**src/rtl/axi4lite_pkg.sv**
```systemverilog
// Shared definitions for the AXI4-Lite master: FSM state encoding and response codes.
package axi4lite_pkg;

  typedef enum logic [2:0] {
    StIdle   = 3'd0,
    StWr     = 3'd1,
    StWrResp = 3'd2,
    StRdAddr = 3'd3,
    StRdData = 3'd4
  } state_e;

  localparam logic [1:0] OKAY   = 2'b00;
  localparam logic [1:0] EXOKAY = 2'b01;
  localparam logic [1:0] SLVERR = 2'b10;
  localparam logic [1:0] DECERR = 2'b11;

endpackage

```
**src/rtl/axi4lite_master_v2_if.sv**
```systemverilog
// AXI4-Lite bus bundle with master and slave views.
interface axi4lite_master_v2_if #(
  parameter int unsigned ADDR_W = 8,
  parameter int unsigned DATA_W = 32
);
  localparam int unsigned STRB_W = DATA_W / 8;

  logic [ADDR_W-1:0] awaddr;
  logic              awvalid;
  logic              awready;
  logic [DATA_W-1:0] wdata;
  logic [STRB_W-1:0] wstrb;
  logic              wvalid;
  logic              wready;
  logic [1:0]        bresp;
  logic              bvalid;
  logic              bready;
  logic [ADDR_W-1:0] araddr;
  logic              arvalid;
  logic              arready;
  logic [DATA_W-1:0] rdata;
  logic [1:0]        rresp;
  logic              rvalid;
  logic              rready;

  modport master (
    output awaddr, awvalid, wdata, wstrb, wvalid, bready, araddr, arvalid, rready,
    input  awready, wready, bresp, bvalid, arready, rdata, rresp, rvalid
  );

  modport slave (
    input  awaddr, awvalid, wdata, wstrb, wvalid, bready, araddr, arvalid, rready,
    output awready, wready, bresp, bvalid, arready, rdata, rresp, rvalid
  );

endinterface

```
**src/rtl/axi4lite_timeout.sv**
```systemverilog
// Per-transaction watchdog: expired is high in the TIMEOUT-th enabled cycle after clr.
module axi4lite_timeout #(
  parameter int unsigned TIMEOUT = 255
) (
  input  logic i_clk,
  input  logic i_rst_n,
  input  logic clr,
  input  logic en,
  output logic expired
);

  localparam int unsigned    CntW    = (TIMEOUT > 0) ? $clog2(TIMEOUT + 1) : 1;
  localparam bit             Enabled = (TIMEOUT != 0);
  localparam logic [CntW-1:0] Last   = CntW'(TIMEOUT - 1);

  logic [CntW-1:0] r_cnt;
  logic [CntW-1:0] w_cnt_nxt;

  assign expired = Enabled && en && (r_cnt == Last);

  always_comb begin
    w_cnt_nxt = r_cnt;
    if (clr) begin
      w_cnt_nxt = '0;
    end else if (en && !expired) begin
      w_cnt_nxt = r_cnt + CntW'(1);
    end
  end

  always_ff @(posedge i_clk) begin
    if (!i_rst_n) begin
      r_cnt <= '0;
    end else begin
      r_cnt <= w_cnt_nxt;
    end
  end

endmodule

```
**src/rtl/axi4lite_master_v2.sv**
```systemverilog
// Single-outstanding AXI4-Lite master with round-robin read/write arbitration and timeout.
module axi4lite_master_v2 #(
  parameter  int unsigned ADDR_W  = 8,
  parameter  int unsigned DATA_W  = 32,
  parameter  int unsigned TIMEOUT = 255,
  localparam int unsigned STRB_W  = DATA_W / 8
) (
  input  logic                  m_axi_aclk,
  input  logic                  m_axi_aresetn,
  axi4lite_master_v2_if.master  m_axi,
  input  logic                  wr_req,
  input  logic [ADDR_W-1:0]     wr_addr,
  input  logic [DATA_W-1:0]     wr_data,
  input  logic [STRB_W-1:0]     wr_strb,
  input  logic                  rd_req,
  input  logic [ADDR_W-1:0]     rd_addr,
  output logic                  busy,
  output logic                  done,
  output logic                  done_rd,
  output logic [1:0]            resp,
  output logic                  timeout_err,
  output logic [DATA_W-1:0]     rd_data
);
  import axi4lite_pkg::*;

  state_e            r_state, w_state_nxt;
  logic              r_prio_rd, w_prio_rd_nxt;
  logic [ADDR_W-1:0] r_awaddr, w_awaddr_nxt, r_araddr, w_araddr_nxt;
  logic [DATA_W-1:0] r_wdata, w_wdata_nxt, r_rd_data, w_rd_data_nxt;
  logic [STRB_W-1:0] r_wstrb, w_wstrb_nxt;
  logic              r_awvalid, w_awvalid_nxt, r_wvalid, w_wvalid_nxt;
  logic              r_arvalid, w_arvalid_nxt;
  logic              r_done, w_done_nxt, r_done_rd, w_done_rd_nxt;
  logic              r_timeout_err, w_timeout_err_nxt;
  logic [1:0]        r_resp, w_resp_nxt;
  logic              w_grant, w_expired, w_bready, w_rready;
  logic              w_aw_hs, w_w_hs, w_b_hs, w_ar_hs, w_r_hs;

  assign w_bready = (r_state == StWrResp);
  assign w_rready = (r_state == StRdData);
  assign w_grant  = (r_state == StIdle) && (wr_req || rd_req);
  assign w_aw_hs  = r_awvalid & m_axi.awready;
  assign w_w_hs   = r_wvalid & m_axi.wready;
  assign w_b_hs   = w_bready & m_axi.bvalid;
  assign w_ar_hs  = r_arvalid & m_axi.arready;
  assign w_r_hs   = w_rready & m_axi.rvalid;

  axi4lite_timeout #(
    .TIMEOUT (TIMEOUT)
  ) u_timeout (
    .i_clk   (m_axi_aclk),
    .i_rst_n (m_axi_aresetn),
    .clr     (w_grant),
    .en      (r_state != StIdle),
    .expired (w_expired)
  );

  always_comb begin
    w_state_nxt       = r_state;
    w_prio_rd_nxt     = r_prio_rd;
    w_awaddr_nxt      = r_awaddr;
    w_araddr_nxt      = r_araddr;
    w_wdata_nxt       = r_wdata;
    w_wstrb_nxt       = r_wstrb;
    w_rd_data_nxt     = r_rd_data;
    w_awvalid_nxt     = r_awvalid;
    w_wvalid_nxt      = r_wvalid;
    w_arvalid_nxt     = r_arvalid;
    w_done_nxt        = 1'b0;
    w_done_rd_nxt     = r_done_rd;
    w_timeout_err_nxt = r_timeout_err;
    w_resp_nxt        = r_resp;

    unique case (r_state)
      StIdle: begin
        // r_prio_rd set means a write was granted last, so a read wins a tie
        if (wr_req && (!rd_req || !r_prio_rd)) begin
          w_state_nxt   = StWr;
          w_awaddr_nxt  = wr_addr;
          w_wdata_nxt   = wr_data;
          w_wstrb_nxt   = wr_strb;
          w_awvalid_nxt = 1'b1;
          w_wvalid_nxt  = 1'b1;
          w_prio_rd_nxt = 1'b1;
        end else if (rd_req) begin
          w_state_nxt   = StRdAddr;
          w_araddr_nxt  = rd_addr;
          w_arvalid_nxt = 1'b1;
          w_prio_rd_nxt = 1'b0;
        end
      end
      StWr: begin
        if (w_aw_hs) w_awvalid_nxt = 1'b0;
        if (w_w_hs)  w_wvalid_nxt  = 1'b0;
        if ((w_aw_hs || !r_awvalid) && (w_w_hs || !r_wvalid)) w_state_nxt = StWrResp;
      end
      StWrResp: begin
        if (w_b_hs) begin
          w_state_nxt       = StIdle;
          w_done_nxt        = 1'b1;
          w_done_rd_nxt     = 1'b0;
          w_timeout_err_nxt = 1'b0;
          w_resp_nxt        = m_axi.bresp;
        end
      end
      StRdAddr: begin
        if (w_ar_hs) begin
          w_arvalid_nxt = 1'b0;
          w_state_nxt   = StRdData;
        end
      end
      StRdData: begin
        if (w_r_hs) begin
          w_state_nxt       = StIdle;
          w_done_nxt        = 1'b1;
          w_done_rd_nxt     = 1'b1;
          w_timeout_err_nxt = 1'b0;
          w_resp_nxt        = m_axi.rresp;
          w_rd_data_nxt     = m_axi.rdata;
        end
      end
      default: w_state_nxt = StIdle;
    endcase

    // A completing B/R handshake beats the watchdog in the same cycle
    if (w_expired && !w_b_hs && !w_r_hs) begin
      w_state_nxt       = StIdle;
      w_awvalid_nxt     = 1'b0;
      w_wvalid_nxt      = 1'b0;
      w_arvalid_nxt     = 1'b0;
      w_done_nxt        = 1'b1;
      w_done_rd_nxt     = (r_state == StRdAddr) || (r_state == StRdData);
      w_timeout_err_nxt = 1'b1;
      w_resp_nxt        = SLVERR;
    end
  end

  always_ff @(posedge m_axi_aclk) begin
    if (!m_axi_aresetn) begin
      r_state       <= StIdle;
      r_prio_rd     <= 1'b0;
      r_awaddr      <= '0;
      r_araddr      <= '0;
      r_wdata       <= '0;
      r_wstrb       <= '1;
      r_rd_data     <= '0;
      r_awvalid     <= 1'b0;
      r_wvalid      <= 1'b0;
      r_arvalid     <= 1'b0;
      r_done        <= 1'b0;
      r_done_rd     <= 1'b0;
      r_timeout_err <= 1'b0;
      r_resp        <= OKAY;
    end else begin
      r_state       <= w_state_nxt;
      r_prio_rd     <= w_prio_rd_nxt;
      r_awaddr      <= w_awaddr_nxt;
      r_araddr      <= w_araddr_nxt;
      r_wdata       <= w_wdata_nxt;
      r_wstrb       <= w_wstrb_nxt;
      r_rd_data     <= w_rd_data_nxt;
      r_awvalid     <= w_awvalid_nxt;
      r_wvalid      <= w_wvalid_nxt;
      r_arvalid     <= w_arvalid_nxt;
      r_done        <= w_done_nxt;
      r_done_rd     <= w_done_rd_nxt;
      r_timeout_err <= w_timeout_err_nxt;
      r_resp        <= w_resp_nxt;
    end
  end

  assign m_axi.awaddr  = r_awaddr;
  assign m_axi.awvalid = r_awvalid;
  assign m_axi.wdata   = r_wdata;
  assign m_axi.wstrb   = r_wstrb;
  assign m_axi.wvalid  = r_wvalid;
  assign m_axi.bready  = w_bready;
  assign m_axi.araddr  = r_araddr;
  assign m_axi.arvalid = r_arvalid;
  assign m_axi.rready  = w_rready;

  assign busy        = (r_state != StIdle);
  assign done        = r_done;
  assign done_rd     = r_done_rd;
  assign resp        = r_resp;
  assign timeout_err = r_timeout_err;
  assign rd_data     = r_rd_data;

endmodule

```
**src/flat_wrapper.sv**
```systemverilog
// flat-port wrapper written by rule: the top's interface ports become plain ports
module axi4lite_master_v2_flat import axi4lite_pkg::*;
#(
  parameter  int unsigned ADDR_W  = 8,
  parameter  int unsigned DATA_W  = 32,
  parameter  int unsigned TIMEOUT = 255,
  localparam int unsigned STRB_W  = DATA_W / 8
)
  (m_axi_aclk, m_axi_aresetn, wr_req, wr_addr, wr_data, wr_strb, rd_req, rd_addr, busy, done, done_rd, resp, timeout_err, rd_data, m_axi_awaddr, m_axi_awvalid, m_axi_wdata, m_axi_wstrb, m_axi_wvalid, m_axi_bready, m_axi_araddr, m_axi_arvalid, m_axi_rready, m_axi_awready, m_axi_wready, m_axi_bresp, m_axi_bvalid, m_axi_arready, m_axi_rdata, m_axi_rresp, m_axi_rvalid);
  axi4lite_master_v2_if #(.ADDR_W(ADDR_W), .DATA_W(DATA_W)) m_axi_i ();
  input  logic m_axi_aclk;
  input  logic m_axi_aresetn;
  input  logic wr_req;
  input  logic [ADDR_W-1:0] wr_addr;
  input  logic [DATA_W-1:0] wr_data;
  input  logic [STRB_W-1:0] wr_strb;
  input  logic rd_req;
  input  logic [ADDR_W-1:0] rd_addr;
  output logic busy;
  output logic done;
  output logic done_rd;
  output logic [1:0] resp;
  output logic timeout_err;
  output logic [DATA_W-1:0] rd_data;
  output wire logic [$bits(m_axi_i.awaddr)-1:0] m_axi_awaddr;
  output wire logic [$bits(m_axi_i.awvalid)-1:0] m_axi_awvalid;
  output wire logic [$bits(m_axi_i.wdata)-1:0] m_axi_wdata;
  output wire logic [$bits(m_axi_i.wstrb)-1:0] m_axi_wstrb;
  output wire logic [$bits(m_axi_i.wvalid)-1:0] m_axi_wvalid;
  output wire logic [$bits(m_axi_i.bready)-1:0] m_axi_bready;
  output wire logic [$bits(m_axi_i.araddr)-1:0] m_axi_araddr;
  output wire logic [$bits(m_axi_i.arvalid)-1:0] m_axi_arvalid;
  output wire logic [$bits(m_axi_i.rready)-1:0] m_axi_rready;
  input wire logic [$bits(m_axi_i.awready)-1:0] m_axi_awready;
  input wire logic [$bits(m_axi_i.wready)-1:0] m_axi_wready;
  input wire logic [$bits(m_axi_i.bresp)-1:0] m_axi_bresp;
  input wire logic [$bits(m_axi_i.bvalid)-1:0] m_axi_bvalid;
  input wire logic [$bits(m_axi_i.arready)-1:0] m_axi_arready;
  input wire logic [$bits(m_axi_i.rdata)-1:0] m_axi_rdata;
  input wire logic [$bits(m_axi_i.rresp)-1:0] m_axi_rresp;
  input wire logic [$bits(m_axi_i.rvalid)-1:0] m_axi_rvalid;
  assign m_axi_awaddr = m_axi_i.awaddr;
  assign m_axi_awvalid = m_axi_i.awvalid;
  assign m_axi_wdata = m_axi_i.wdata;
  assign m_axi_wstrb = m_axi_i.wstrb;
  assign m_axi_wvalid = m_axi_i.wvalid;
  assign m_axi_bready = m_axi_i.bready;
  assign m_axi_araddr = m_axi_i.araddr;
  assign m_axi_arvalid = m_axi_i.arvalid;
  assign m_axi_rready = m_axi_i.rready;
  assign m_axi_i.awready = m_axi_awready;
  assign m_axi_i.wready = m_axi_wready;
  assign m_axi_i.bresp = m_axi_bresp;
  assign m_axi_i.bvalid = m_axi_bvalid;
  assign m_axi_i.arready = m_axi_arready;
  assign m_axi_i.rdata = m_axi_rdata;
  assign m_axi_i.rresp = m_axi_rresp;
  assign m_axi_i.rvalid = m_axi_rvalid;
  axi4lite_master_v2 #(.ADDR_W(ADDR_W), .DATA_W(DATA_W), .TIMEOUT(TIMEOUT)) u_core (.m_axi_aclk(m_axi_aclk), .m_axi_aresetn(m_axi_aresetn), .m_axi(m_axi_i), .wr_req(wr_req), .wr_addr(wr_addr), .wr_data(wr_data), .wr_strb(wr_strb), .rd_req(rd_req), .rd_addr(rd_addr), .busy(busy), .done(done), .done_rd(done_rd), .resp(resp), .timeout_err(timeout_err), .rd_data(rd_data));
endmodule
```
**config.mk**
```make
export PLATFORM = sky130hd
export DESIGN_NAME = axi4lite_master_v2_flat
export DESIGN_NICKNAME = d
export VERILOG_FILES = /design/src/rtl/axi4lite_pkg.sv /design/src/rtl/axi4lite_master_v2_if.sv /design/src/rtl/axi4lite_timeout.sv /design/src/rtl/axi4lite_master_v2.sv /design/src/flat_wrapper.sv
export SDC_FILE = /design/constraint.sdc
export NUM_CORES = 1
export LEC_CHECK = 0
export CORE_ASPECT_RATIO = 1.2
export CORE_MARGIN = 4
export CORE_UTILIZATION = 35
export DETAILED_ROUTE_END_ITERATION = 12
export GPL_TIMING_DRIVEN = 1
export PLACE_DENSITY = 0.69
export RECOVER_POWER = 100
export SYNTH_ARGS = -nofsm -noshare
export SYNTH_HDL_FRONTEND = slang
export SYNTH_HIERARCHICAL = 1
export SYNTH_SLANG_ARGS = --single-unit
```
**constraint.sdc**
```tcl
create_clock -name m_axi_aclk -period 2.1 [get_ports m_axi_aclk]
set_clock_uncertainty 0.15 [all_clocks]
set_input_delay 0.315 -clock m_axi_aclk [delete_from_list [all_inputs] [get_ports m_axi_aclk]]
set_output_delay 0.315 -clock m_axi_aclk [all_outputs]
set_load 0.1 [all_outputs]
```
==> run_summary.xml, run 1 <==
<?xml version="1.0" encoding="UTF-8"?>
<metrics>
  <group name="setup_path">
    <metric name="worst_setup_path_start_kind" unit="">flip-flop</metric>
    <metric name="critPathCaptureType" unit="">output pin</metric>
    <metric name="timing.critical_path.arrival" unit="ns">1.54</metric>
    <metric name="crit_fanout" unit="">8</metric>
    <metric name="worst-r2r-setup-slack" unit="ns">0.13</metric>
    <metric name="reg2regPathDepth" unit="">8</metric>
    <metric name="worstSetupStartpoint" unit="">u_core/r_state[0]</metric>
    <metric name="critPathCapture" unit="">m_axi_rready</metric>
    <metric name="critPathRequiredTime" unit="ns">1.63</metric>
    <metric name="r2r_end" unit="">u_core/r_state[1]</metric>
    <metric name="r2r_start" unit="">u_core/u_timeout/r_cnt[0]</metric>
    <metric name="path_class" unit="">flip-flop to output pin</metric>
  </group>
  <group name="place">
    <metric name="pre_cts_slack" unit="ns">-0.0503</metric>
    <metric name="place.detailed.instances" unit="">829</metric>
    <metric name="place.detailed.hpwl" unit="microns">8920</metric>
    <metric name="routability_cong" unit="">0.790</metric>
    <metric name="io_buffers" unit="">191</metric>
  </group>
  <group name="drt">
    <metric name="drt-total-wl" unit="microns">11800</metric>
    <metric name="drt-vias-per-instance" unit="">4.67</metric>
    <metric name="route.detailed.wl_per_inst" unit="microns">13.9</metric>
    <metric name="antenna_left" unit="">0</metric>
    <metric name="initialDrtViolationCount" unit="">106</metric>
    <metric name="route.detailed.drc" unit="">0</metric>
    <metric name="vias_after_detailed_routing" unit="">3955</metric>
    <metric name="detailedRoute.firstPassIterationCount" unit="">6</metric>
  </group>
  <group name="layout">
    <metric name="num_antenna_cells" unit="">0</metric>
    <metric name="multi_input_comb_area" unit="sq um">1940</metric>
    <metric name="layout_cells_sized_above_1" unit="">0.210</metric>
    <metric name="layout.cells.non_filler" unit="">846</metric>
    <metric name="utilization" unit="">0.540</metric>
    <metric name="n_fill_cell" unit="">1094</metric>
    <metric name="area_growth" unit="%">50.6</metric>
    <metric name="finish.net_count" unit="">783</metric>
    <metric name="final-seq-area" unit="sq um">2080</metric>
  </group>
  <group name="pwr">
    <metric name="vdd_ir_drop_max" unit="mV">0.611</metric>
    <metric name="power.share.sequential" unit="">0.342</metric>
    <metric name="switching_share" unit="">0.424</metric>
    <metric name="totalPowerFinal" unit="mW">6.73</metric>
    <metric name="internal-power" unit="mW">3.87</metric>
    <metric name="switching_component_of_the_power" unit="mW">2.85</metric>
    <metric name="leakage_power" unit="nW">2.57</metric>
    <metric name="power.share.combinational" unit="">0.402</metric>
    <metric name="clkPwrFrac" unit="">0.256</metric>
    <metric name="power_per_cell_area" unit="nW/um^2">1080</metric>
  </group>
  <group name="global_route">
    <metric name="gr-total-overflow" unit="">0</metric>
    <metric name="groute.layer.met2.usage" unit="">0.300</metric>
    <metric name="grt.met1_usage" unit="">0.191</metric>
    <metric name="maximum_number_of_pins_on_one_net_before_global_route_repair" unit="">46</metric>
    <metric name="global_route.usage.total" unit="">0.168</metric>
    <metric name="number_of_antenna_violations_at_the_first_check_in_global_routing" unit="">0</metric>
    <metric name="grt_first_pass_wirelength" unit="microns">18400</metric>
    <metric name="gr-usage-met3" unit="">0.0344</metric>
    <metric name="grt.busiest_layer" unit="">met2</metric>
    <metric name="grt_pass1_vias" unit="">3851</metric>
  </group>
  <group name="timing">
    <metric name="timing_hold_violations_final" unit="">0</metric>
    <metric name="setup_repair_after_global_routing_missed_its_margin" unit="">no</metric>
    <metric name="timing.slew.headroom" unit="">0.618</metric>
    <metric name="clock.fmax" unit="MHz">500</metric>
    <metric name="finalMaxSlewViolations" unit="">0</metric>
    <metric name="timing_worst_slew_pin_value" unit="ns">0.575</metric>
    <metric name="finalCriticalPeriod" unit="ns">2.00</metric>
    <metric name="setup-violations-final" unit="">0</metric>
    <metric name="layout_worst_path_cycle_share" unit="">0.953</metric>
    <metric name="setup_tns" unit="ns">0</metric>
    <metric name="timing.final.ws_setup" unit="ns">0.0993</metric>
  </group>
  <group name="job">
    <metric name="maxCapViolations" unit="">0</metric>
  </group>
  <group name="die">
    <metric name="fp.dieArea" unit="sq um">13700</metric>
    <metric name="die_width" unit="microns">107</metric>
    <metric name="start_util" unit="">0.358</metric>
    <metric name="floorplan.core_area" unit="sq um">11600</metric>
    <metric name="die_h" unit="microns">127</metric>
    <metric name="core.rowCount" unit="">43</metric>
    <metric name="io_pins" unit="">192</metric>
  </group>
  <group name="logic_synthesis">
    <metric name="yosys_warnings" unit="">6</metric>
    <metric name="syn_area" unit="sq um">4150</metric>
    <metric name="sequential_fraction_of_the_synthesis_area" unit="">0.502</metric>
    <metric name="syn_avg_cell_area" unit="sq um">8.51</metric>
    <metric name="syn_inst" unit="">487</metric>
    <metric name="post_synth_num_cell_types" unit="">40</metric>
    <metric name="synth.ff_latch_count" unit="">104</metric>
    <metric name="syn_nets" unit="">586</metric>
  </group>
  <group name="clocking">
    <metric name="cts.sinks" unit="">104</metric>
    <metric name="clk_pin_slew" unit="ns">0.07</metric>
    <metric name="cts_tree" unit="">done</metric>
    <metric name="tritoncts.num_buffers" unit="">9</metric>
    <metric name="worst_skew_late_latency" unit="ns">0.34</metric>
    <metric name="clock_tree.htree_level_count" unit="">3</metric>
    <metric name="postCtsHoldBufs" unit="">0</metric>
    <metric name="cts.path.max_buffers" unit="">2</metric>
    <metric name="buffer_cell_driving_the_clock_tree_root" unit="">sky130_fd_sc_hd__clkbuf_16</metric>
  </group>
  <group name="worst_hold_path">
    <metric name="hp-class" unit="">primary input to flip-flop</metric>
  </group>
  <group name="outcome">
    <metric name="status" unit="">complete, no violations</metric>
  </group>
</metrics>
==> power by group through the flow <==
stage / combinational (mW) / sequential [mW] / clock [mW]
detailed placement: 2.83 / 2.35 / 0
global route: 2.85 / 2.33 / 1.88
floorplan: 0.789 / 3.56 / 0
global placement: 2.81 / 2.34 / 0
CTS: 2.85 / 2.30 / 1.78
finish: 2.71 / 2.30 / 1.72
==> synth_stat cells <==
cell type	instances	area, sq um
sky130_fd_sc_hd__nor3b_2	1	12.5
sky130_fd_sc_hd__and4bb_1	1	12.5
sky130_fd_sc_hd__nor2b_1	9	56.3
sky130_fd_sc_hd__o21ai_2	1	8.76
sky130_fd_sc_hd__a31o_4	1	17.5
sky130_fd_sc_hd__or4_1	2	15.0
sky130_fd_sc_hd__and4b_1	2	20.0
sky130_fd_sc_hd__inv_1	5	18.8
sky130_fd_sc_hd__nor3_2	1	10.0
sky130_fd_sc_hd__o31ai_1	2	15.0
sky130_fd_sc_hd__nand4_1	1	6.26
sky130_fd_sc_hd__and3_1	4	25.0
sky130_fd_sc_hd__a21boi_1	7	52.6
sky130_fd_sc_hd__a21boi_0	67	503
sky130_fd_sc_hd__dfxtp_1	104	2080
sky130_fd_sc_hd__a21oi_1	12	60.1
sky130_fd_sc_hd__ha_1	2	25.0
sky130_fd_sc_hd__nand2_1	168	631
sky130_fd_sc_hd__nand4b_1	1	8.76
sky130_fd_sc_hd__nor2_2	1	6.26
sky130_fd_sc_hd__and2_1	1	6.26
sky130_fd_sc_hd__nand3b_1	1	7.51
sky130_fd_sc_hd__a21o_1	1	7.51
sky130_fd_sc_hd__buf_2	9	45.0
sky130_fd_sc_hd__nor3_1	6	30.0
sky130_fd_sc_hd__o21a_1	3	22.5
sky130_fd_sc_hd__buf_4	1	7.51
sky130_fd_sc_hd__a21boi_2	1	11.3
sky130_fd_sc_hd__clkbuf_1	19	71.3
sky130_fd_sc_hd__o21ai_0	6	30.0
sky130_fd_sc_hd__mux2i_1	12	120
sky130_fd_sc_hd__a31oi_1	3	18.8
sky130_fd_sc_hd__and4_1	1	8.76
sky130_fd_sc_hd__nor3b_1	1	7.51
sky130_fd_sc_hd__a311oi_1	1	8.76
sky130_fd_sc_hd__a211oi_1	5	37.5
sky130_fd_sc_hd__nand3_1	7	35.0
sky130_fd_sc_hd__or3_4	1	11.3
sky130_fd_sc_hd__nand2b_1	5	31.3
sky130_fd_sc_hd__nor2_1	11	41.3
==> metal layers <==
| metal | vias to the layer above | share of wire |
|---|---|---|
| met4 | 0 | 0.035 |
| met1 | 1799 | 0.40 |
| met5 | - | 0 |
| li1 | 2017 | - |
| met3 | 25 | 0.052 |
| met2 | 114 | 0.51 |
==> worst max-delay path: stages (launching register included) <==
cell,delay [ns]
sky130_fd_sc_hd__dfxtp_1,0.40
sky130_fd_sc_hd__clkbuf_1,0.18
sky130_fd_sc_hd__nor3b_4,0.22
sky130_fd_sc_hd__buf_4,0.18
sky130_fd_sc_hd__buf_8,0.20
==> state kept, by name, summed over array words and instances, names as in the netlist <==
| name | count |
|---|---|
| u_core/done_rd | 1 |
| u_core/m_axi.awaddr | 8 |
| u_core/m_axi.awvalid | 1 |
| u_core/m_axi.wdata | 32 |
| u_core/m_axi.wstrb | 4 |
| u_core/r_state | 3 |
| u_core/rd_data | 32 |
| u_core/resp | 2 |
| u_core/timeout_err | 1 |
| u_core/m_axi.wvalid | 1 |
| u_core/done | 1 |
| u_core/m_axi.arvalid | 1 |
| u_core/m_axi.araddr | 8 |
| u_core/u_timeout/r_cnt | 8 |
| u_core/r_prio_rd | 1 |
==> cells by family after synthesis <==
logic type | count (synthesis) | share of synthesized area
mux | 12 | 0.0290
simple gates | 225 | 0.237
buf+inv | 34 | 0.0344
compound gates | 110 | 0.191
flops | 104 | 0.502
fa+ha+maj | 2 | 0.00604
==> timing repair <==
item,4_1_cts,5_1_grt
setup buffers,1,0
gates resized for setup,0,0
pin swaps,0,1
setup endpoints to repair,1,9
cloned,0,0
==> worst min path at each step <==
stage / depth (start not counted) / from / to / slack, ns
finish: 3 / m_axi_aresetn / u_core/r_prio_rd / 0.14
detailed placement: 2 / u_core/rd_data[12] / u_core/rd_data[12] / 0.29
CTS: 3 / m_axi_aresetn / u_core/r_prio_rd / 0.13
global placement: 2 / u_core/rd_data[5] / u_core/rd_data[5] / 0.29
global route: 3 / m_axi_aresetn / u_core/r_prio_rd / 0.15
floorplan: 1 / m_axi_wready / u_core/m_axi.wvalid / 0.26
==> cell usage in the layout, fill, tap and decap left out, types with 5 or more instances in the layout <==
cell type	instances
sky130_fd_sc_hd__nand2_1	167
sky130_fd_sc_hd__clkbuf_16	9
sky130_fd_sc_hd__nor2b_1	9
sky130_fd_sc_hd__nor2_1	10
sky130_fd_sc_hd__buf_12	6
sky130_fd_sc_hd__nor3_1	6
sky130_fd_sc_hd__nand3_1	7
sky130_fd_sc_hd__a211oi_1	5
sky130_fd_sc_hd__dfxtp_1	103
sky130_fd_sc_hd__nand2b_1	5
sky130_fd_sc_hd__a21boi_0	70
sky130_fd_sc_hd__clkdlybuf4s50_1	94
sky130_fd_sc_hd__buf_4	14
sky130_fd_sc_hd__a21oi_1	12
sky130_fd_sc_hd__mux2i_1	12
sky130_fd_sc_hd__o21ai_0	6
sky130_fd_sc_hd__clkbuf_2	94
==> metrics by stage <==
step	instance area, sq um	hold slack, ns
detailed placement	6180	0.294
floorplan	4220	0.261
CTS	6500	0.132
global route	6240	0.155
global placement	6180	0.287
finish	6240	0.140
==> area by class of cell <==
class / instances / area share
Sequential cell: 104 / 0.334
Multi-Input combinational cell: 349 / 0.311
Timing Repair Buffer: 215 / 0.269
Clock buffer: 11 / 0.0405
Tap cell: 157 / 0.0315
Clock inverter: 5 / 0.0102
Inverter: 5 / 0.00361
Power figures use the tool's default switching activity.
==> run 2, diff against run 1 <==
--- a/config.mk
+++ b/config.mk
@@ -8,6 +8,7 @@
 export CORE_ASPECT_RATIO = 1.2
 export CORE_MARGIN = 4
 export CORE_UTILIZATION = 35
+export CTS_BUF_LIST = sky130_fd_sc_hd__clkbuf_4 sky130_fd_sc_hd__clkbuf_8 sky130_fd_sc_hd__clkbuf_16
 export DETAILED_ROUTE_END_ITERATION = 12
 export GPL_TIMING_DRIVEN = 1
 export PLACE_DENSITY = 0.69
==> results of run 2 <==
Same layout as run 1: the final DEF is identical, and so are final timing and power.
==> run 3, diff against run 2 <==
--- a/config.mk
+++ b/config.mk
@@ -11,7 +11,7 @@
 export CTS_BUF_LIST = sky130_fd_sc_hd__clkbuf_4 sky130_fd_sc_hd__clkbuf_8 sky130_fd_sc_hd__clkbuf_16
 export DETAILED_ROUTE_END_ITERATION = 12
 export GPL_TIMING_DRIVEN = 1
-export PLACE_DENSITY = 0.69
+export PLACE_DENSITY = 0.67
 export RECOVER_POWER = 100
 export SYNTH_ARGS = -nofsm -noshare
 export SYNTH_HDL_FRONTEND = slang
==> constraint.sdc (replaced) <==
create_clock -name m_axi_aclk -period 1.85 [get_ports m_axi_aclk]
set_clock_uncertainty 0.15 [all_clocks]
set_input_delay 0.2775 -clock m_axi_aclk [delete_from_list [all_inputs] [get_ports m_axi_aclk]]
set_output_delay 0.2775 -clock m_axi_aclk [all_outputs]
set_load 0.1 [all_outputs]
==> run_summary.xml, run 3 (synthesis results as in run 1) <==
<?xml version="1.0" encoding="UTF-8"?>
<metrics>
  <group name="setup_path">
    <metric name="r2r_end" unit="">u_core/r_state[1]</metric>
    <metric name="path_class" unit="">flip-flop to output pin</metric>
    <metric name="critPathCaptureType" unit="">output pin</metric>
    <metric name="reg2regPathDepth" unit="">8</metric>
    <metric name="worstSetupStartpoint" unit="">u_core/r_state[0]</metric>
    <metric name="crit_fanout" unit="">8</metric>
    <metric name="timing.critical_path.arrival" unit="ns">1.44</metric>
    <metric name="critPathCapture" unit="">busy</metric>
    <metric name="critPathRequiredTime" unit="ns">1.42</metric>
    <metric name="worst_setup_path_start_kind" unit="">flip-flop</metric>
    <metric name="r2r_start" unit="">u_core/r_state[0]</metric>
    <metric name="worst-r2r-setup-slack" unit="ns">0.01</metric>
  </group>
  <group name="timing">
    <metric name="layout_worst_path_cycle_share" unit="">1.01</metric>
    <metric name="timing_worst_slew_pin_value" unit="ns">0.599</metric>
    <metric name="setup-violations-final" unit="">2</metric>
    <metric name="timing.final.ws_setup" unit="ns">-0.0135</metric>
    <metric name="timing.hold.ws" unit="ns">0.152</metric>
    <metric name="finalCriticalPeriod" unit="ns">1.86</metric>
    <metric name="finalMaxSlewViolations" unit="">0</metric>
    <metric name="clock.fmax" unit="MHz">537</metric>
    <metric name="setup_tns" unit="ns">-0.0215</metric>
    <metric name="timing.slew.headroom" unit="">0.602</metric>
    <metric name="setup_repair_after_global_routing_missed_its_margin" unit="">yes</metric>
    <metric name="timing_hold_violations_final" unit="">0</metric>
  </group>
  <group name="die">
    <metric name="floorplan.core_area" unit="sq um">11600</metric>
    <metric name="die_width" unit="microns">107</metric>
    <metric name="core.rowCount" unit="">43</metric>
    <metric name="fp.dieArea" unit="sq um">13700</metric>
    <metric name="die_h" unit="microns">127</metric>
    <metric name="start_util" unit="">0.358</metric>
    <metric name="io_pins" unit="">192</metric>
  </group>
  <group name="job">
    <metric name="maxCapViolations" unit="">0</metric>
  </group>
  <group name="place">
    <metric name="routability_cong" unit="">0.796</metric>
    <metric name="place.detailed.hpwl" unit="microns">9770</metric>
    <metric name="place.detailed.instances" unit="">843</metric>
    <metric name="io_buffers" unit="">191</metric>
  </group>
  <group name="drt">
    <metric name="route.detailed.drc" unit="">0</metric>
    <metric name="detailedRoute.firstPassIterationCount" unit="">4</metric>
    <metric name="drt-vias-per-instance" unit="">4.74</metric>
    <metric name="initialDrtViolationCount" unit="">126</metric>
    <metric name="vias_after_detailed_routing" unit="">4131</metric>
    <metric name="antenna_left" unit="">0</metric>
    <metric name="route.detailed.wl_per_inst" unit="microns">15.5</metric>
    <metric name="drt-total-wl" unit="microns">13500</metric>
  </group>
  <group name="global_route">
    <metric name="gr-total-overflow" unit="">0</metric>
    <metric name="grt_pass1_vias" unit="">4072</metric>
    <metric name="maximum_number_of_pins_on_one_net_before_global_route_repair" unit="">66</metric>
    <metric name="grt_first_pass_wirelength" unit="microns">20100</metric>
    <metric name="number_of_antenna_violations_at_the_first_check_in_global_routing" unit="">0</metric>
    <metric name="global_route.usage.total" unit="">0.185</metric>
  </group>
  <group name="layout">
    <metric name="layout_cells_sized_above_1" unit="">0.259</metric>
    <metric name="finish.net_count" unit="">808</metric>
    <metric name="layout.cells.non_filler" unit="">871</metric>
    <metric name="area_growth" unit="%">59.1</metric>
    <metric name="final_common_cell" unit="">sky130_fd_sc_hd__nand2_1</metric>
    <metric name="num_antenna_cells" unit="">0</metric>
    <metric name="mostFrequentLayoutCells" unit="">sky130_fd_sc_hd__nand2_1, sky130_fd_sc_hd__dfxtp_1, sky130_fd_sc_hd__clkdlybuf4s50_1, sky130_fd_sc_hd__clkbuf_2, sky130_fd_sc_hd__a21boi_1</metric>
  </group>
  <group name="clocking">
    <metric name="clk_pin_slew" unit="ns">0.07</metric>
    <metric name="postCtsHoldBufs" unit="">0</metric>
    <metric name="buffer_cell_driving_the_clock_tree_root" unit="">sky130_fd_sc_hd__clkbuf_16</metric>
    <metric name="worst_skew_late_latency" unit="ns">0.33</metric>
    <metric name="tritoncts.num_buffers" unit="">9</metric>
    <metric name="cts_tree" unit="">done</metric>
    <metric name="cts.path.max_buffers" unit="">2</metric>
    <metric name="clock_tree.htree_level_count" unit="">3</metric>
    <metric name="cts.sinks" unit="">104</metric>
  </group>
  <group name="pwr">
    <metric name="vdd_ir_drop_max" unit="mV">0.820</metric>
    <metric name="leakage_power" unit="nW">2.76</metric>
    <metric name="power_per_cell_area" unit="nW/um^2">1200</metric>
    <metric name="totalPowerFinal" unit="mW">7.93</metric>
  </group>
  <group name="worst_hold_path">
    <metric name="start_point_of_the_worst_min_delay_path" unit="">m_axi_aresetn</metric>
    <metric name="hp-class" unit="">primary input to flip-flop</metric>
  </group>
  <group name="outcome">
    <metric name="violated_checks" unit="">setup timing</metric>
    <metric name="status" unit="">finished, violations left</metric>
  </group>
</metrics>
## run 3: changes by cell type in the layout (fill, tap and decap cells not counted), moves of 3 or more
cell,delta
sky130_fd_sc_hd__a21boi_0,-49
sky130_fd_sc_hd__a21boi_1,+48
sky130_fd_sc_hd__buf_12,+3
sky130_fd_sc_hd__buf_4,+18
sky130_fd_sc_hd__buf_6,+7
sky130_fd_sc_hd__clkbuf_1,-3
sky130_fd_sc_hd__clkbuf_16,+3
sky130_fd_sc_hd__clkbuf_2,-3
sky130_fd_sc_hd__clkbuf_4,+4
## run 3: where the power goes
part           total, mW  switching (mW)  leakage (nW)  internal (mW)
logic               3.52            2.43          1.78           1.10
clock network       1.81           0.798         0.137           1.01
registers           2.60           0.124         0.848           2.47
total               7.93            3.35          2.76           4.58
## run 3: metal layers
layer  wire [microns]  track usage  vias up
li1                 -            -     2060
met1             5200        0.200     1922
met2             7140        0.355      116
met3              570       0.0237       33
met4              560       0.0840        0
met5                0            0        -
## run 3: layout make-up
class                           instances  area, sq um
Fill cell                            1059         4970
Sequential cell                       104         2090
Timing Repair Buffer                  240         2010
Multi-Input combinational cell        349         1990
Clock buffer                           14          269
Tap cell                              157          196
Inverter                                5         22.5
Clock inverter                          2         15.0
## run 3: what timing repair did
| action | CTS | global route |
|---|---|---|
| pin swaps | 4 | 3 |
| gates cloned | 0 | 4 |
| setup buffers | 4 | 5 |
| setup endpoints to repair | 41 | 48 |
| resized for setup | 9 | 29 |
## run 3: stage by stage
stage | util | worst slack (ns) | cell area [sq um]
2_1_floorplan | - | -0.663 | 4220
3_3_place_gp | 0.644 | -0.260 | 7450
3_5_place_dp | 0.644 | -0.251 | 7450
4_1_cts | 0.673 | -0.0471 | 7780
5_1_grt | 0.570 | -0.0961 | 6590
6_report | 0.570 | -0.0135 | 6590
## run 3: worst max-delay path, cell delays in order, from the launching register on
cell	delay, ns
sky130_fd_sc_hd__dfxtp_2	0.33
sky130_fd_sc_hd__buf_12	0.13
sky130_fd_sc_hd__nor3_4	0.17
sky130_fd_sc_hd__clkinvlp_4	0.15
sky130_fd_sc_hd__buf_8	0.15
sky130_fd_sc_hd__buf_12	0.16
## run 3: how the worst min path moves through the flow
stage                                 to  depth (start not counted)
2_1_floorplan        u_core/m_axi.wvalid                          1
3_3_place_gp   u_core/u_timeout/r_cnt[4]                          2
3_5_place_dp            u_core/r_prio_rd                          2
4_1_cts                 u_core/r_prio_rd                          3
5_1_grt           u_core/m_axi.araddr[4]                          2
6_report                u_core/r_prio_rd                          3
==> patch, RTL diff (flow settings as in run 2) <==
`DATA_W` is set to 32 in 3 places; all go to 64.
--- a/src/rtl/axi4lite_master_v2_if.sv
+++ b/src/rtl/axi4lite_master_v2_if.sv
@@ -2,5 +2,5 @@
 interface axi4lite_master_v2_if #(
   parameter int unsigned ADDR_W = 8,
-  parameter int unsigned DATA_W = 32
+  parameter int unsigned DATA_W = 64
 );
   localparam int unsigned STRB_W = DATA_W / 8;
--- a/src/rtl/axi4lite_master_v2.sv
+++ b/src/rtl/axi4lite_master_v2.sv
@@ -2,5 +2,5 @@
 module axi4lite_master_v2 #(
   parameter  int unsigned ADDR_W  = 8,
-  parameter  int unsigned DATA_W  = 32,
+  parameter  int unsigned DATA_W  = 64,
   parameter  int unsigned TIMEOUT = 255,
   localparam int unsigned STRB_W  = DATA_W / 8
--- a/src/flat_wrapper.sv
+++ b/src/flat_wrapper.sv
@@ -3,5 +3,5 @@
 #(
   parameter  int unsigned ADDR_W  = 8,
-  parameter  int unsigned DATA_W  = 32,
+  parameter  int unsigned DATA_W  = 64,
   parameter  int unsigned TIMEOUT = 255,
   localparam int unsigned STRB_W  = DATA_W / 8
Ports: changed (6 resized); port bits go from 192 to 328. The function was not compared with the original's and may differ.
==> patch against run 2 <==
- sequential cell count grew 68
- largest cell class unchanged
- total power is 63% higher
- highest routed layer unchanged
- combinational power rose by 47%
- first-iteration DRC count rose to 3.0 times the old value
- critical endpoint unchanged
- synthesized area rose by 60%
- setup slack got worse by 0.0040 ns
- wire length increased by 79%
- final area up 62%
==> patch: results (changes against run 2) <==
metric,value,unit,change
fin_area,10100,um^2,was 6240 um^2
clockBufferCount,20,,was 11
wl_per_cell,15.3,um,was 13.9 um
core-area,18400,um^2,"was 11,600 um^2"
min_path_cells,2,,was 3
ys_seq_area_frac,0.520,,was 0.502
grt_start_max_net_pins,84,,was 46
routabilityCongestion,0.848,,was 0.790
multi_input_area_share,0.292,,was 0.311
final_layout_size_suffix_gt1_frac,0.212,,was 0.210
place_area,9990,um^2,was 6180 um^2
status,finished clean,,unchanged
drt_iter0_drc,315,,was 106
synth.top_cells.by_count,"nand2_1 (303), dfxtp_1 (172), a21boi_0 (126)",,"was nand2_1 (168), dfxtp_1 (104), a21boi_0 (67)"
power_leakage,0.00412,uW,was 0.00257 uW
num_vias,6288,,"was 3,955"
synth_compound_area_frac,0.193,,was 0.191
antenna_found_initial,1,,was 0
slowest_delay,0.48,ns,was 0.40 ns
synthTopCellsByArea,"dfxtp_1 (52%), nand2_1 (17%), a21boi_0 (14%)",,"was dfxtp_1 (50%), nand2_1 (15%), a21boi_0 (12%)"
dr_wl_met3,1130,um,was 615 um
hold_end,u_core/m_axi.wstrb[6],,was u_core/r_prio_rd
clock_latency,0.42,ns,was 0.34 ns
synthAdderAreaFrac,0.00378,,was 0.00604
dp_hpwl,15600,um,was 8920 um
numCtsBuffers,17,,was 9
dp.cells,1339,,was 829
syn-num-nets,947,,was 586
sw_frac_of_total,0.420,,was 0.424
path_delay_family,flip-flops,,was buffers and inverters
critPathMaxFanout,11,,was 8
port_buffers,327,,was 191
dr.pass1.iters,4,,was 6
synth.distinct_cells,40,,unchanged
seq_share,0.342,,was 0.334
htreeDepth,4,,was 3
nMultiInputCombCells,551,,was 349
grt_use_total,0.192,,was 0.168
cts_setup_buffers,0,,was 1
grt_pass1_vias,6035,,"was 3,851"
seq_cell_count,172,,was 104
worst_path_max_delay_cell,dfxtp_2,,was dfxtp_1
ir_drop,0.524,mV,was 0.611 mV
inv_count,6,,was 5
clk_share,0.0604,,was 0.0507
ctsResizeCount,1,,was 0
period_minus_slack,2.00,ns,about the same
clk_pin_slew_worst_paths,0.07,ns,about the same
syn_inst,780,,was 487
grt_first_pass_wirelength,32800,um,"was 18,400 um"
n_all_buffers,358,,was 215
nFillCells,1799,,"was 1,094"
buffer_area_frac,0.272,,was 0.269
met1Wirelength,8630,um,was 4730 um
wl_met2,10900,um,was 6010 um
antennaDiodeCount,1,,was 0
synthMuxAreaShare,0.0181,,was 0.0290
==> patch: routing by layer <==
layer,vias to the layer above,global-route usage
met4,0,0.0655
met1,2857,0.217
met2,193,0.353
met3,27,0.0446
met5,-,0
li1,3211,-
==> patch: power by group through the flow <==
stage               sequential, uW  clock (uW)  combinational (uW)
floorplan                     5830           0                1060
global placement              3830           0                4280
detailed placement            3830           0                4300
CTS                           3760        3340                4310
global route                  3800        3470                4200
finish                        3760        3240                3990
==> patch: worst max path at each step <==
stage,cells after the start,end,start
global placement,6,u_core/r_state[1],m_axi_wready
global route,5,u_core/rd_data[47],u_core/r_state[2]
finish,3,m_axi_rready,u_core/r_state[2]
floorplan,8,u_core/r_state[1],u_core/r_state[0]
detailed placement,6,u_core/r_state[1],m_axi_wready
CTS,4,m_axi_rready,u_core/r_state[0]
